[src/rtl/nibble_serial_adder_ctrl.sv]
// Serial WIDTH-bit adder/subtractor: one shared 4-bit ripple-carry slice processes a
// nibble per clock, LSB first, behind valid/ready handshakes on both sides.
module nibble_serial_adder_ctrl #(
  parameter int WIDTH = 16
) (
  input  logic             clk,
  input  logic             rst,
  input  logic             in_valid,
  output logic             in_ready,
  input  logic [WIDTH-1:0] a,
  input  logic [WIDTH-1:0] b,
  input  logic             sub,
  output logic             out_valid,
  input  logic             out_ready,
  output logic [WIDTH-1:0] sum,
  output logic             cout,
  output logic             ovf,
  output logic             busy
);

  localparam int SLICE_W = 4;
  localparam int NSLICE  = WIDTH / SLICE_W;
  localparam int IDX_W   = (NSLICE > 1) ? $clog2(NSLICE) : 1;
  localparam logic [IDX_W-1:0] IDX_LAST = IDX_W'(NSLICE - 1);
  localparam logic [IDX_W-1:0] IDX_ONE  = IDX_W'(1'b1);

  typedef enum logic [1:0] {
    IDLE = 2'd0,
    RUN  = 2'd1,
    DONE = 2'd2
  } state_t;

  state_t             state_r;
  logic [WIDTH-1:0]   a_r;
  logic [WIDTH-1:0]   b_r;
  logic [WIDTH-1:0]   acc_r;
  logic [IDX_W-1:0]   idx_r;
  logic               carry_r;
  logic               out_valid_r;
  logic [WIDTH-1:0]   sum_r;
  logic               cout_r;
  logic               ovf_r;
  logic               busy_r;

  logic [IDX_W+1:0]   slice_lo_s;
  logic [4:0]         add_s;
  logic [WIDTH-1:0]   acc_next_s;

  function automatic logic [4:0] ripple_add4(input logic [3:0] x, input logic [3:0] y,
                                             input logic ci);
    logic       c;
    logic [3:0] s;
    c = ci;
    for (int k = 0; k < 4; k++) begin
      s[k] = x[k] ^ y[k] ^ c;
      c    = (x[k] & y[k]) | (x[k] & c) | (y[k] & c);
    end
    return {c, s};
  endfunction

  assign slice_lo_s = {idx_r, 2'b00};

  // Current nibble sum and the accumulator with that nibble merged in.
  always_comb begin
    add_s      = ripple_add4(a_r[slice_lo_s +: SLICE_W], b_r[slice_lo_s +: SLICE_W], carry_r);
    acc_next_s = acc_r;
    acc_next_s[slice_lo_s +: SLICE_W] = add_s[3:0];
  end

  // Sequencer: accept operands, walk the slices, hold the result until consumed.
  always_ff @(posedge clk) begin
    if (rst) begin
      state_r     <= IDLE;
      a_r         <= {WIDTH{1'b0}};
      b_r         <= {WIDTH{1'b0}};
      acc_r       <= {WIDTH{1'b0}};
      idx_r       <= {IDX_W{1'b0}};
      carry_r     <= 1'b0;
      out_valid_r <= 1'b0;
      sum_r       <= {WIDTH{1'b0}};
      cout_r      <= 1'b0;
      ovf_r       <= 1'b0;
      busy_r      <= 1'b0;
    end else begin
      case (state_r)
        IDLE: begin
          if (in_valid) begin
            a_r     <= a;
            b_r     <= sub ? ~b : b;
            carry_r <= sub;
            idx_r   <= {IDX_W{1'b0}};
            busy_r  <= 1'b1;
            state_r <= RUN;
          end
        end
        RUN: begin
          acc_r   <= acc_next_s;
          carry_r <= add_s[4];
          idx_r   <= idx_r + IDX_ONE;
          if (idx_r == IDX_LAST) begin
            sum_r       <= acc_next_s;
            cout_r      <= add_s[4];
            // b_r is already inverted for subtraction, so one rule covers both modes.
            ovf_r       <= (a_r[WIDTH-1] == b_r[WIDTH-1]) &&
                           (acc_next_s[WIDTH-1] != a_r[WIDTH-1]);
            out_valid_r <= 1'b1;
            state_r     <= DONE;
          end
        end
        DONE: begin
          if (out_valid_r && out_ready) begin
            out_valid_r <= 1'b0;
            busy_r      <= 1'b0;
            state_r     <= IDLE;
          end
        end
        default: begin
          state_r     <= IDLE;
          out_valid_r <= 1'b0;
          busy_r      <= 1'b0;
        end
      endcase
    end
  end

  assign in_ready  = ~rst & (state_r == IDLE);
  assign out_valid = out_valid_r;
  assign sum       = sum_r;
  assign cout      = cout_r;
  assign ovf       = ovf_r;
  assign busy      = busy_r;

endmodule

[config.mk]
export PLATFORM = sky130hd
export DESIGN_NAME = nibble_serial_adder_ctrl
export DESIGN_NICKNAME = d
export VERILOG_FILES = /design/src/rtl/nibble_serial_adder_ctrl.sv
export SDC_FILE = /design/constraint.sdc
export NUM_CORES = 1
export LEC_CHECK = 0
export ABC_CLOCK_PERIOD_IN_PS = 3800
export BUFFER_PORTS_ARGS = -buffer_cell sky130_fd_sc_hd__buf_2
export CORE_MARGIN = 1.5
export CORE_UTILIZATION = 25
export CTS_CLUSTER_SIZE = 30
export DETAILED_ROUTE_END_ITERATION = 8
export SYNTH_ARGS = -nofsm -noshare
export SYNTH_HDL_FRONTEND = slang
export SYNTH_SLANG_ARGS = --single-unit
[constraint.sdc]
create_clock -name clk -period 3.8 [get_ports clk]
set_input_delay 0 -clock clk [delete_from_list [all_inputs] [get_ports clk]]
set_output_delay 0 -clock clk [all_outputs]
set_load 0.01 [all_outputs]
# ---- After elaboration in Yosys (flattened, before gate mapping)
# Cells that the tools add are included.
dict set report word_totals {
  reg_bits 73
  in_bits 37
  out_inout_bits 21
  word_cells 83
}
dict set report op_classes {
  addsub 2
  eq_ne 8
  shifts 4
  muxes 15
  n_bitwise 33
  reduce_logical 10
}
# op n
set ops {}
lappend ops {{$shiftx A16 B5 Y4} 2}
lappend ops {{$bwmux W16} 1}
lappend ops {{$mux W16} 1}
lappend ops {{$not A16 Y16} 1}
lappend ops {{$shift A4 B6 Y16 const A} 1}
lappend ops {{$shiftx A4 B6 Y16} 1}
lappend ops {{$and A1 B1 Y1} 13}
lappend ops {{$reduce_and A3 Y1} 3}
lappend ops {{$mux W2} 4}
lappend ops {{$or A1 B1 Y1} 8}
lappend ops {{$xor A1 B1 Y1} 8}
lappend ops {{$ne A2 B2 Y1 const B} 3}
lappend ops {{$neg A4 Y6} 1}
lappend ops {{$pmux W1 S3} 2}
lappend ops {{$pmux W2 S3} 1}
lappend ops {{$reduce_and A2 Y1} 3}
lappend ops {{$eq A2 B2 Y1 const B} 2}
lappend ops {{$mux W1} 4}
lappend ops {{$pmux W2 S2} 1}
lappend ops {{$not A1 Y1} 3}
lappend ops {{$add A2 B1 Y2 const B} 1}
lappend ops {{$eq A2 B1 Y1 const B} 1}
lappend ops {{$logic_and A1 B1 Y1} 2}
lappend ops {{$logic_not A2 Y1} 1}
lappend ops {{4 further kinds} 4}

# ---- Longest topological paths before layout
dict set report logic_depth {
  ltp_word 15
  ltp_mapped 11
  ltp_nobuf 10
}

# ---- Worst setup path before layout
# Ideal clock, no wire load.
dict set report synth_timing {
  kind {flip-flop to flip-flop}
  from {reg idx_r[0]}
  to {reg ovf_r (netlist: ovf)}
  arrival_ns 3.111
  slack_ns 0.560
  stages_incl_launch_ff 12
  n_path_buf 1
  period_less_slack_ns 3.240
  path_cell_list {dfxtp_1 > buf_2 > mux4_2 > fa_1 > inv_1 > fa_1 > fa_1 > inv_1 > fa_1 > and4bb_2 > mux2i_1 > o211ai_1}
}
dict set report synth_between {
  elab_chain_len 15
}
# item line
set synth_lines {}
lappend synth_lines {{start, declared} 37} ;# logic [IDX_W-1:0] idx_r;
lappend synth_lines {{start signal, assigned} 77} ;# idx_r <= {IDX_W{1'b0}};
lappend synth_lines {{start signal, assigned} 91} ;# idx_r <= {IDX_W{1'b0}};
lappend synth_lines {{start signal, assigned} 99} ;# idx_r <= idx_r + IDX_ONE;
lappend synth_lines {{$shiftx A16 B5 Y4} 65} ;# add_s = ripple_add4(a_r[slice_lo_s +: SLICE_W], b_r[slice_lo_s +: SLICE_W], carry_r);
lappend synth_lines {{$and A1 B1 Y1} 56} ;# c = (x[k] & y[k]) | (x[k] & c) | (y[k] & c);
lappend synth_lines {{$or A1 B1 Y1 (2 in series)} 56}
lappend synth_lines {{$and A1 B1 Y1} 56}
lappend synth_lines {{$or A1 B1 Y1 (2 in series)} 56}
lappend synth_lines {{$and A1 B1 Y1} 56}
lappend synth_lines {{$or A1 B1 Y1 (2 in series)} 56}
lappend synth_lines {{$xor A1 B1 Y1} 55} ;# s[k] = x[k] ^ y[k] ^ c;
lappend synth_lines {{$shiftx A4 B6 Y16} 67} ;# acc_next_s[slice_lo_s +: SLICE_W] = add_s[3:0];
lappend synth_lines {{$bwmux W16} 67}
lappend synth_lines {{$ne A1 B1 Y1} 105} ;# (acc_next_s[WIDTH-1] != a_r[WIDTH-1]);
lappend synth_lines {{$logic_and A1 B1 Y1} 104} ;# ovf_r <= (a_r[WIDTH-1] == b_r[WIDTH-1]) &&
lappend synth_lines {{end signal, assigned} 104}
lappend synth_lines {{end, declared} 42} ;# logic ovf_r;
# Parallel ways exist; a longest one is shown, timed or not.
# A chain may end at the register's enable or synchronous reset.

# ---- Final worst setup path
# Ends and elaborated chain as after synthesis.

==> results.cfg <==
[run_status]
status = completed

[floorplan]
ioPinCount = 58
core_area_sq_mm = 0.01319
dieArea_sq_mm = 0.01412
die_x_microns = 118.8
rows = 42
start_util = 0.2543
die_height_microns = 118.8

[synthesis]
synth-edff-count = 0
netlist_top_cells_area = dfxtp_1 44%, nor2_1 5.8%, mux4_2 5.4%, xnor2_1 4.2%, a211oi_1 4.0%
ys.flop_type = dfxtp_1
synth_top_cell_area_share = 0.4357
synth_top_area_cell = dfxtp_1
syn_nets = 409
async_reset_ff_frac = 0
synth_area_per_cell_sq_um = 9.266
synth_cell_types = 35
yosysWarningCount = 0
syn_area_sq_mm = 0.003354
synthCells = 362
ys_seq_area_frac = 0.4357
ys_seq_elements = 73

[worst_setup_path]
critPathArrivalTime_ns = 3.59
crit_required_ns = 4.00
path_class = register to register
path_cells = mux4_2, fa_1, inv_1, fa_1, fa_1, inv_1, fa_1, and4bb_2, mux2i_1, o211ai_1
cp_slowest_cell = fa_1
crit_path_max_incr_delay_ns = 0.63
crit_path_max_fanout = 8
cp-start-kind = register
end_kind = register
crit_top_cell = fa_1

[routing]
wl_per_cell_microns = 13.77
dr.pass1.iters = 4
drt-total-wl_mm = 8.452
drc = 0
drt_iter0_drc = 137
antenna_left = 0
via_per_inst = 4.624
routed-via-count = 2839

[power_and_ir_drop]
p_sw_frac = 0.2498
clock_power_share = 0.404
ir_drop_mv = 0.2465
p_per_area_mw_per_mm2 = 421.0
power_uw = 1815
leakage_uw = 0.001684
p_sw_uw = 453.4
internal_power_uw = 1362
pwr-share-seq = 0.455
combPwrFrac = 0.141

[grt]
grt_pass1_vias = 2851
grt_pass1_wl_mm = 14.19
grt_max_degree = 41
grt_use_total = 0.1274
grt-ovfl-total = 0
antenna_found_initial = 0

[layout]
drive_above_1_share = 0.2009
final_nets = 483
fin_util = 0.3269
antenna_cells = 0
fin_area_sq_mm = 0.004312
syn_to_final_growth_pct = 28.53
final_cell_mix = 73 x dfxtp_1, 57 x buf_2, 52 x nor2_1, 36 x nand2_1, 29 x dlygate4sd3_1
multiInputGateArea_sq_mm = 0.001698
fillers = 1363
final_common_cell = dfxtp_1
regArea_sq_mm = 0.001461

[clock_network]
path_clk_slew_ns = 0.05
cts_buffers = 9
cts_tree = done
htree_levels = 3
clk_latency_ns = 0.33
post-cts-setup-buffer-count = 0
hold_buffers = 29
clockBufferDepth = 2
clock-sinks = 73
cts_root_buf = clkbuf_16
cts-resized-gates = 0

[timing]
relSlewSlack = 0.3306
setup-violations-final = 0
tightest_slew_ns = 1.002
finalHoldViolCount = 0
grt_setup_unrepaired = false
fin_crit_sh = 0.8915
finalMaxSlewViolations = 0
min_period_ns = 3.388
skew_ns = 0.003857
setup-tns-final_ns = 0
fmax_mhz = 295.2

[placed_design]
placed_area_sq_mm = 0.003770
portBuffers = 57
place.gp.congestion = 0.7541
hpwl_mm = 5.744

[min_path]
hold_class = input pin to register

[flow_run]
max-cap-violations = 0
[critical path: cells and delay by family (launching register included)]
family	cells	cell delay, ns
buf+inv	2	0.14
simple gates	1	0.29
fa+ha+maj	4	1.36
flops	1	0.59
compound gates	1	0.11
mux	2	0.77
[sequential cells by signal (all words and copies together) (netlist names)]
name and count:
cout 1, state_r 2, ovf 1, acc_r 16
b_r 16, out_valid 1, busy 1, carry_r 1
idx_r 2, a_r 16, sum 16
[cells in the mapped netlist, types with 3 or more instances]
cell type   n
a221oi_1   15
nor3_1     17
buf_2      17
nand3_1     3
nand3b_1    5
a32oi_1     7
a22oi_1     9
dfxtp_1    73
nand2_1    36
inv_1      16
ha_1        6
clkbuf_1    9
mux2i_1     3
buf_4       3
mux4_2      8
a21oi_1    24
a211oi_1   18
nor2_1     52
xnor2_1    16
fa_1        4
[kinds of logic (layout without fill, tap and decap cells)]
logic type      Yosys count  count (layout)  share of synthesized area
buf+inv                  45             121                    0.06005
fa+ha+maj                10              10                    0.04625
simple gates            130             130                     0.1925
compound gates           77              77                     0.1611
mux                      11              11                    0.06266
xor+xnor                 16              16                    0.04177
flops                    73              73                     0.4357
[final timing paths]
| kind | from | endpoint | cells after the start | slack (ns) |
|---|---|---|---|---|
| worst max-delay path | idx_r[0] | ovf | 10 | 0.41 |
| worst min-delay path | b[0] | b_r[0] | 3 | 0.003 |
| worst max register to register | idx_r[0] | ovf | 10 | 0.41 |
| worst min register to register | cout | cout | 2 | 0.45 |
[power groups by stage]
| stage | Combinational, uW | Sequential, uW | Clock (uW) |
|---|---|---|---|
| after CTS | 256 | 826 | 753 |
| after global routing | 282 | 831 | 789 |
| after floorplan | 168 | 831 | 0 |
| after detailed placement | 233 | 842 | 0 |
| after global placement | 227 | 841 | 0 |
| final | 256 | 825 | 734 |
[area by class of cell]
type / count / area share
Multi-Input combinational cell: 244 / 0.3938
Sequential cell: 73 / 0.3389
Timing Repair Buffer: 92 / 0.1439
Clock buffer: 12 / 0.05717
Tap cell: 176 / 0.05107
Inverter: 16 / 0.01393
Clock inverter: 1 / 0.001161
[stage by stage]
step / setup slack [ns] / instances / hold slack (ns)
2_1_floorplan: 0.5598 / 362 / 0.1360
3_3_place_gp: 0.4975 / 572 / 0.2448
3_5_place_dp: 0.4197 / 572 / 0.2500
4_1_cts: 0.3784 / 614 / 0.005418
5_1_grt: 0.2303 / 614 / 0.0005987
6_report: 0.4123 / 614 / 0.002921
[layer usage]
layer / routed length, microns / up-vias / share of wire / track usage
li1: - / 1428 / - / -
met1: 3888 / 1329 / 0.46 / 0.1616
met2: 4004 / 75 / 0.47 / 0.2071
met3: 465 / 7 / 0.055 / 0.04119
met4: 93 / 0 / 0.011 / 0.03765
met5: 0 / - / 0 / 0
Note: power is estimated with default switching activity, not from simulation.
